File: src/rtl/traffic_pkg.sv
// Shared definitions for the highway/country-road traffic light controller:
// light encodings and the country sensor conditioner state type.
package traffic_pkg;

   localparam logic [1:0] RED    = 2'b00;
   localparam logic [1:0] YELLOW = 2'b01;
   localparam logic [1:0] GREEN  = 2'b10;

   typedef enum logic [1:0] {
      IDLE    = 2'b00,
      PENDING = 2'b01,
      EXTEND  = 2'b10,
      RELEASE = 2'b11
   } cond_state_e;

endpackage

File: src/rtl/sync_debounce.sv
// Two-flop synchronizer for the raw loop detector followed by a debouncer:
// det_o follows the synchronized input only after DEB_CYCLES consecutive differing samples.
module sync_debounce #(
   parameter int DEB_CYCLES = 4
) (
   input  logic clk,
   input  logic rst,
   input  logic loop_raw_i,
   output logic det_o
);

   localparam int DC_W = (DEB_CYCLES > 1) ? $clog2(DEB_CYCLES) : 1;

   logic            sync1_q;
   logic            s_q;
   logic            det_q, det_d;
   logic [DC_W-1:0] cnt_q, cnt_d;

   // The counter holds the number of differing samples already seen, so the
   // DEB_CYCLES-th one flips det directly.
   always_comb begin
      det_d = det_q;
      cnt_d = '0;
      if (s_q != det_q) begin
         if (cnt_q == DC_W'(DEB_CYCLES - 1)) begin
            det_d = s_q;
         end else begin
            cnt_d = cnt_q + 1'b1;
         end
      end
   end

   always_ff @(posedge clk) begin
      if (rst) begin
         sync1_q <= 1'b0;
         s_q     <= 1'b0;
         det_q   <= 1'b0;
         cnt_q   <= '0;
      end else begin
         sync1_q <= loop_raw_i;
         s_q     <= sync1_q;
         det_q   <= det_d;
         cnt_q   <= cnt_d;
      end
   end

   assign det_o = det_q;

endmodule

File: src/rtl/country_sensor_conditioner.sv
// Country-road loop conditioner: latches a vehicle request until served, extends green
// while traffic keeps arriving (capped), counts arrivals. STUCK_FAULT_EN adds a stuck-loop fault.
//
// state   | meaning
// IDLE    | no vehicle waiting, car_req low
// PENDING | vehicle waiting for country green, car_req high
// EXTEND  | country green, holding request while traffic keeps arriving
// RELEASE | request dropped, waiting for country light to leave green
module country_sensor_conditioner
   import traffic_pkg::*;
#(
   parameter int DEB_CYCLES   = 4,
   parameter int GAP_CYCLES   = 8,
   parameter int MAX_GREEN    = 32,
   parameter int STUCK_CYCLES = 1024,
   parameter int CNT_W        = 8
) (
   input  logic             clk,
   input  logic             rst,
   input  logic             loop_raw_i,
   input  logic [1:0]       country_light_i,
   output logic             car_req_o,
   output logic [CNT_W-1:0] car_count_o,
   output logic             fault_o
);

   localparam int GAP_W = $clog2(GAP_CYCLES + 1);
   localparam int GRN_W = (MAX_GREEN > 1) ? $clog2(MAX_GREEN) : 1;

   logic det;
   logic det_eff;
   logic fault_q;

   sync_debounce #(
      .DEB_CYCLES (DEB_CYCLES)
   ) u_sync_debounce (
      .clk        (clk),
      .rst        (rst),
      .loop_raw_i (loop_raw_i),
      .det_o      (det)
   );

`ifdef STUCK_FAULT_EN
   localparam int STK_W = (STUCK_CYCLES > 1) ? $clog2(STUCK_CYCLES) : 1;

   logic [STK_W-1:0] stuck_q, stuck_d;
   logic             fault_d;

   always_comb begin
      stuck_d = '0;
      fault_d = fault_q;
      if (det) begin
         stuck_d = stuck_q;
         if (stuck_q == STK_W'(STUCK_CYCLES - 1)) begin
            fault_d = 1'b1;
         end else begin
            stuck_d = stuck_q + 1'b1;
         end
      end
   end

   always_ff @(posedge clk) begin
      if (rst) begin
         stuck_q <= '0;
         fault_q <= 1'b0;
      end else begin
         stuck_q <= stuck_d;
         fault_q <= fault_d;
      end
   end

   // A stuck loop masks detection so an open request drains through gap expiry.
   assign det_eff = det & ~fault_q;
`else
   logic unused_stuck;
   assign unused_stuck = (STUCK_CYCLES != 0);
   assign fault_q      = 1'b0;
   assign det_eff      = det;
`endif

   logic             det_prev_q;
   logic             arrival;
   logic [CNT_W-1:0] count_q, count_d;

   assign arrival = det_eff & ~det_prev_q;

   always_comb begin
      count_d = count_q;
      if (arrival && (count_q != '1)) begin
         count_d = count_q + 1'b1;
      end
   end

   cond_state_e      state_q, state_d;
   logic [GAP_W-1:0] gap_q, gap_d;
   logic [GRN_W-1:0] green_q, green_d;
   logic             arr_rel_q, arr_rel_d;
   logic             car_req_q, car_req_d;
   logic             is_green;

   assign is_green = (country_light_i == GREEN);

   always_comb begin
      state_d   = state_q;
      gap_d     = gap_q;
      green_d   = green_q;
      arr_rel_d = 1'b0;
      case (state_q)
         IDLE: begin
            if (det_eff) state_d = PENDING;
         end
         PENDING: begin
            if (is_green) begin
               state_d = EXTEND;
               gap_d   = GAP_W'(GAP_CYCLES);
               green_d = '0;
            end
         end
         EXTEND: begin
            green_d = green_q + 1'b1;
            if (det_eff) begin
               gap_d = GAP_W'(GAP_CYCLES);
            end else if (gap_q != '0) begin
               gap_d = gap_q - 1'b1;
            end
            // Cap wins over any reload: the state leaves regardless of det.
            if ((green_q == GRN_W'(MAX_GREEN - 1)) || !is_green ||
                ((gap_q == '0) && !det_eff)) begin
               state_d = RELEASE;
            end
         end
         RELEASE: begin
            arr_rel_d = arr_rel_q | arrival;
            if (!is_green) begin
               state_d   = (det_eff || arr_rel_q || arrival) ? PENDING : IDLE;
               arr_rel_d = 1'b0;
            end
         end
         default: state_d = IDLE;
      endcase
      car_req_d = (state_d == PENDING) || (state_d == EXTEND);
   end

   always_ff @(posedge clk) begin
      if (rst) begin
         state_q    <= IDLE;
         gap_q      <= '0;
         green_q    <= '0;
         arr_rel_q  <= 1'b0;
         car_req_q  <= 1'b0;
         det_prev_q <= 1'b0;
         count_q    <= '0;
      end else begin
         state_q    <= state_d;
         gap_q      <= gap_d;
         green_q    <= green_d;
         arr_rel_q  <= arr_rel_d;
         car_req_q  <= car_req_d;
         det_prev_q <= det_eff;
         count_q    <= count_d;
      end
   end

   assign car_req_o   = car_req_q;
   assign car_count_o = count_q;
   assign fault_o     = fault_q;

endmodule

File: config.mk
export PLATFORM = sky130hd
export DESIGN_NAME = country_sensor_conditioner
export DESIGN_NICKNAME = d
export VERILOG_FILES = /design/src/rtl/traffic_pkg.sv /design/src/rtl/sync_debounce.sv /design/src/rtl/country_sensor_conditioner.sv
export SDC_FILE = /design/constraint.sdc
export NUM_CORES = 1
export LEC_CHECK = 0
export ABC_AREA = 1
export BUFFER_PORTS_ARGS = -buffer_cell sky130_fd_sc_hd__buf_2
export CAP_MARGIN = 20
export CORE_ASPECT_RATIO = 0.75
export CORE_MARGIN = 4
export CORE_UTILIZATION = 40
export CTS_CLUSTER_SIZE = 16
export DETAILED_ROUTE_END_ITERATION = 10
export GPL_ROUTABILITY_DRIVEN = 0
export PLACE_DENSITY = 0.62
export SETUP_SLACK_MARGIN = 0.3
export SYNTH_ARGS = -nofsm -noshare
export SYNTH_HDL_FRONTEND = slang
export SYNTH_HIERARCHICAL = 1
export SYNTH_SLANG_ARGS = --single-unit
File: constraint.sdc
create_clock -name clk -period 1.2 [get_ports clk]
set_input_delay 0.12 -clock clk [delete_from_list [all_inputs] [get_ports clk]]
set_output_delay 0.12 -clock clk [all_outputs]
set_load 0.03 [all_outputs]
# Yosys cells after proc, flatten, opt, wreduce, memory -nomap -nowiden
# Index checks and enable logic that the tools add are counted.
# totals
ff_bits	27
in_bits	5
output_inout_bits	10
wordCells	63
# classes
addsub	4
n_eq_ne	12
n_mux	12
bitwise_logic	6
reduce_logical	18
# ops
op	n
4-bit two-way mux	3
2-bit == test (second input constant)	5
5-bit one-hot mux with 2 select lines	1
8-bit by 1-bit adder with 8-bit output (second input constant)	1
2-bit two-way mux	4
8-bit != test (second input constant)	1
2-bit one-hot mux with 4 select lines	1
4-bit one-hot mux with 2 select lines	1
3-bit OR reduction	2
5-bit by 1-bit adder with 5-bit output (second input constant)	1
5-bit == test (second input constant)	1
1-bit logical OR	5
5-bit two-way mux	1
2-bit by 1-bit == test with 1-bit output (second input constant)	2
4-bit logical NOT	1
1-bit inverter	4
2-bit AND reduction	2
4-bit nonzero test	1
4-bit by 1-bit subtractor with 4-bit output (second input constant)	1
3-bit by 2-bit != test with 1-bit output (second input constant)	1
3-bit AND reduction	1
2-bit by 1-bit adder with 2-bit output (second input constant)	1
1-bit logical AND	2
1-bit logical NOT	2
other kinds (7)	7

# Depth between registers and ports, before layout
# logic_depth
word_depth	8
depth_mapped	12
depth_no_buf	12

# Cells and area by module
# Netlist, hierarchy kept.
# by_module_without_submodules
mod	instances	cells_per_inst	area_each_um2	seq_area_each_um2
country_sensor_conditioner	1	182	1219.9	440.4
sync_debounce	1	23	186.4	100.1

# Worst setup path after synthesis
# No wires, ideal clock.
# synth_path
path_type	reg-to-reg
from	reg count_q[0], in the netlist car_count_o[0]
to	reg count_q[0], in the netlist car_count_o[0]
setup_time_ps	137
arrival_ps	1364
t_required_ps	1063
setup_slack_ps	-301
stages_incl_launch_ff	9
path_buffers	0
synth_period_minus_slack_ps	1501
path_cell_list	dfxtp_1 > ha_1 > inv_1 > nor2_2 > nand2_2 > nand2_4 > inv_4 > o21ai_0 > a21oi_1
# synth_via
elab_chain_len	2
word_cells_on_any_way	3
cone_classes	add/sub (1); eq/ne (1); reduce/logical (1)
# synth_lines
element	line	source
start, declared	country_sensor_conditioner.sv:83	logic [CNT_W-1:0] count_q, count_d;
start signal, assigned	country_sensor_conditioner.sv:160	count_q <= count_d;
branches (longest 2 deep; another with 8-bit by 1-bit adder with 8-bit output)	-	
# Several ways; the timed one is not identified.
# A chain may end at the register's enable or synchronous reset.

# Worst setup path in the final report
# layout_path
from	reg green_q[0]
to	reg car_req_q, in the netlist car_req_o
# layout_via
elab_chain_len	7
word_cells_on_any_way	8
cone_classes	eq/ne (3); mux (2); reduce/logical (3)
# layout_lines
element	line	source
start, declared	country_sensor_conditioner.sv:96	logic [GRN_W-1:0] green_q, green_d;
start signal, assigned	country_sensor_conditioner.sv:156	green_q <= green_d;
5-bit == test *	country_sensor_conditioner.sv:127	if ((green_q == GRN_W'(MAX_GREEN - 1)) || !is_green ||
1-bit logical OR * (2 in series)	country_sensor_conditioner.sv:127	
2-bit two-way mux *	country_sensor_conditioner.sv:127	
2-bit one-hot mux with 4 select lines *	country_sensor_conditioner.sv:108	case (state_q)
2-bit by 1-bit == test with 1-bit output / 2-bit == test (equally long branches)	country_sensor_conditioner.sv:141	car_req_d = (state_d == PENDING) || (state_d == EXTEND);
1-bit logical OR *	country_sensor_conditioner.sv:141	
end signal, assigned	country_sensor_conditioner.sv:158	car_req_q <= car_req_d;
end, declared	country_sensor_conditioner.sv:98	logic car_req_q, car_req_d;
# Every way passes the cells marked *; elsewhere a longest branch is shown, timed or not.

==> summary.txt <==
Clock tree
  • CTS sink count: 27
  • Reg clk slew, reported paths: 0.10 ns
  • Clock Latency Late Sink: approximately 0.28 ns
  • CTS H-tree lvls: 1
  • Cts hold-fix bufs: 0
  • Clock buffer depth: 2
  • Clock buffer count from CTS: 3
  • CTS Root Cell: clkbuf_8
  • CTS tree: done

Worst setup path
  • Worst EP arrival: 1.51 ns
  • Worst setup EP type: register
  • CP max stage cell: dfxtp_2
  • Crit-path cells: ha_4 > nand2_4 > nor2_4 > ha_4 > inv_2 > nand3_2 > nand2_2 > inv_1 > nor2_1 > nand2_1 > nand2_2 > a21oi_2
  • CP startpoint kind: register
  • WS Path Type: register to register
  • Worst endpoint required time: between 1 and 1.5 ns
  • Max Fanout on Critical Path: 2
  • Max incr delay on CP: roughly 0.35 ns

Global routing
  • Gr ovfl total: 0
  • All-Layer GR Usage: 0.153
  • Largest net degree at the start of global routing: 17
  • Vias in the first global route: approximately 1200
  • First-pass GRT wire length: 5490 µm
  • Number of antenna violations at the first check in global routing: 0

Timing
  • F_max: between 700 and 800 MHz
  • Setup Skew: 0.00168 ns
  • Tcrit/Tclk final: 1.11
  • Pins Over Slew Limit: 0
  • Final setup margin: -0.130 ns
  • RSZ-0062 raised after global routing: true
  • Setup violations, final: 2
  • Final Hold Viols: 0
  • Worst hold slack: about 0.039 ns
  • Final Critical Period: 1.33 ns

Synth
  • Post-synth top flop: dfxtp_1
  • Post-synth EDFFs: 0
  • Cell variety after synth: 29
  • Area of the mapped netlist: ~1400 µm²
  • Synth Instances: ~210
  • Post-Synthesis Mean Instance Area: between 6 and 7 µm²
  • Syn_nets: between 200 and 250
  • Sequential area share after synthesis: 0.384
  • Yosys reg bits: 27
  • Ys async rst share: 0
  • Synthesis Warnings: 6

Floorplanning
  • Core Box Area: between 3000 and 4000 µm²
  • Num rows: 18
  • I/O pins: 15
  • Initial core utilization: 0.422
  • Die ar.: roughly 4500 µm²
  • Die Ht: 59.4 µm
  • Die W: between 70 and 80 µm

Run
  • Max_cap viols: 0

Drt
  • DRT antenna net count: 0
  • Top Layer Used: met4
  • Via Count: around 1400
  • Routed wl met3: 144 µm
  • Final WL: between 3000 and 4000 µm
  • Met2 WL: ~1600 µm
  • Vias per cell: 4.97
  • Routed wire length per instance: 12.2 µm
  • Met1 Wirelength: 1760 µm
  • DR iter-0 viols: 86
  • DRC viols: 0
  • DRT Pass-1 Iters: 4

Power
  • Power density over cell area: between 600 and 700 nW/µm²
  • VDD IR-drop max: a little over 0.7 mV
  • LEAKAGE: ~0.98 nW

Status
  • Status: complete, but fails checks
  • Failing checks: negative setup slack

Final layout
  • Layout cells sized above 1: 0.532
  • Area delta synth->final: 56.9%
  • Diodes inserted: 0
  • Total Nets Final: 259
  • Final Util: 0.662

Placed design
  • HPWL Detailed: 2120 µm
  • # port buffers: 13

Min path
  • Hold WC Path Type: primary input to register
-- Yosys cell counts, types with 2 or more instances --
| cell | count | area (µm²) |
|---|---|---|
| inv_2 | 4 | 15.0 |
| nand2_2 | 8 | 50.1 |
| nand3_1 | 7 | 35.0 |
| nand2_1 | 49 | 184 |
| nor2_2 | 3 | 18.8 |
| a21oi_1 | 12 | 60.1 |
| o21ai_0 | 9 | 45.0 |
| nor2_1 | 27 | 101 |
| nor3_1 | 2 | 10.0 |
| a21oi_2 | 3 | 26.3 |
| inv_1 | 29 | 109 |
| dfxtp_1 | 27 | 541 |
| nand3_2 | 2 | 20.0 |
| ha_1 | 5 | 62.6 |
| inv_4 | 2 | 12.5 |
| nand4_1 | 3 | 18.8 |
-- where the power goes --
| group | total (mW) | switching, mW | internal [mW] |
|---|---|---|---|
| sequential | 0.886 | 0.00260 | 0.884 |
| combinational | 0.0567 | 0.0400 | 0.0167 |
| clock | 0.540 | 0.303 | 0.236 |
-- layout by cell type (no fill, tap or decap), types with 7 or more instances in the layout --
cell type  Yosys  routed
nand2_1       49      39
inv_1         29      23
nor2_1        27      21
buf_6          0      20
buf_4          1      17
dfxtp_1       27      11
nand2_2        8      10
a21oi_2        3      10
dfxtp_2        0       9
nand2_4        1       7
dfxtp_4        0       7
-- worst paths after layout --
check	to	slack [ns]	from	cells after the start
worst max-delay path	car_req_o$_SDFF_PP0_	-0.13	green_q[0]$_SDFFE_PP0P_	12
worst min-delay path	u_sync_debounce/sync1_q$_SDFF_PP0_	0.04	loop_raw_i	3
worst max register to register	car_req_o$_SDFF_PP0_	-0.13	green_q[0]$_SDFFE_PP0P_	12
worst min register to register	u_sync_debounce/s_q$_SDFF_PP0_	0.42	u_sync_debounce/sync1_q$_SDFF_PP0_	2
-- cell type report --
class                           count  area [µm²]
Inverter                           35         161
Sequential cell                    27         578
Multi-Input combinational cell    140         988
Timing Repair Buffer               41         373
Tap cell                           40        50.0
Timing Repair inverter              1        6.26
Fill cell                         269        1130
Clock buffer                        3        41.3
Clock inverter                      1        7.51
-- stage by stage --
| stage | worst slack (ns) | power (mW) | instance area (µm²) | TNS [ns] | instances |
|---|---|---|---|---|---|
| 2_1_floorplan | -0.111 | 0.948 | 1500 | -0.209 | 205 |
| 3_3_place_gp | -0.143 | 0.964 | 1680 | -0.266 | 266 |
| 3_5_place_dp | -0.156 | 0.964 | 1680 | -0.298 | 266 |
| 4_1_cts | -0.162 | 1.50 | 1950 | -0.304 | 279 |
| 5_1_grt | -0.190 | 1.55 | 2210 | -0.630 | 288 |
| 6_report | -0.130 | 1.48 | 2210 | -0.247 | 288 |
-- repair_timing --
action                     in CTS  in global routing
resized for setup              45                 49
gates cloned                    1                  0
buffers inserted                8                  9
setup endpoints to repair      31                 33
pin swaps                      10                 18
-- registers in the layout, indices dropped and copies added, names as in the netlist --
register                 count
u_sync_debounce/det_o        1
gap_q                        4
u_sync_debounce/s_q          1
car_req_o                    1
car_count_o                  8
det_prev_q                   1
arr_rel_q                    1
u_sync_debounce/sync1_q      1
u_sync_debounce/cnt_q        2
green_q                      5
state_q                      2
-- logic make-up after synthesis --
family | after synthesis | synth area share
other cells | 1 | 0.00267
buf+inv | 38 | 0.110
flops | 27 | 0.384
compound gates | 27 | 0.113
xor+xnor | 1 | 0.00623
simple gates | 106 | 0.339
fa+ha+maj | 5 | 0.0445
-- critical path, delay by kind of cell, from the launching register on --
kind / cells / cell delay (ns)
buffers and inverters: 2 / 0.07
DFF: 1 / 0.35
adders and majority gates: 2 / 0.31
AOI/OAI and AO/OA: 1 / 0.05
and+or+nand+nor: 7 / 0.44
-- per-layer routing --
layer / global-route usage / vias up
met3: 0.0441 / 5
met1: 0.212 / 664
met4: 0.0388 / 0
met2: 0.234 / 31
li1: - / 731
met5: 0 / -
(Power assumes the default switching activity.)
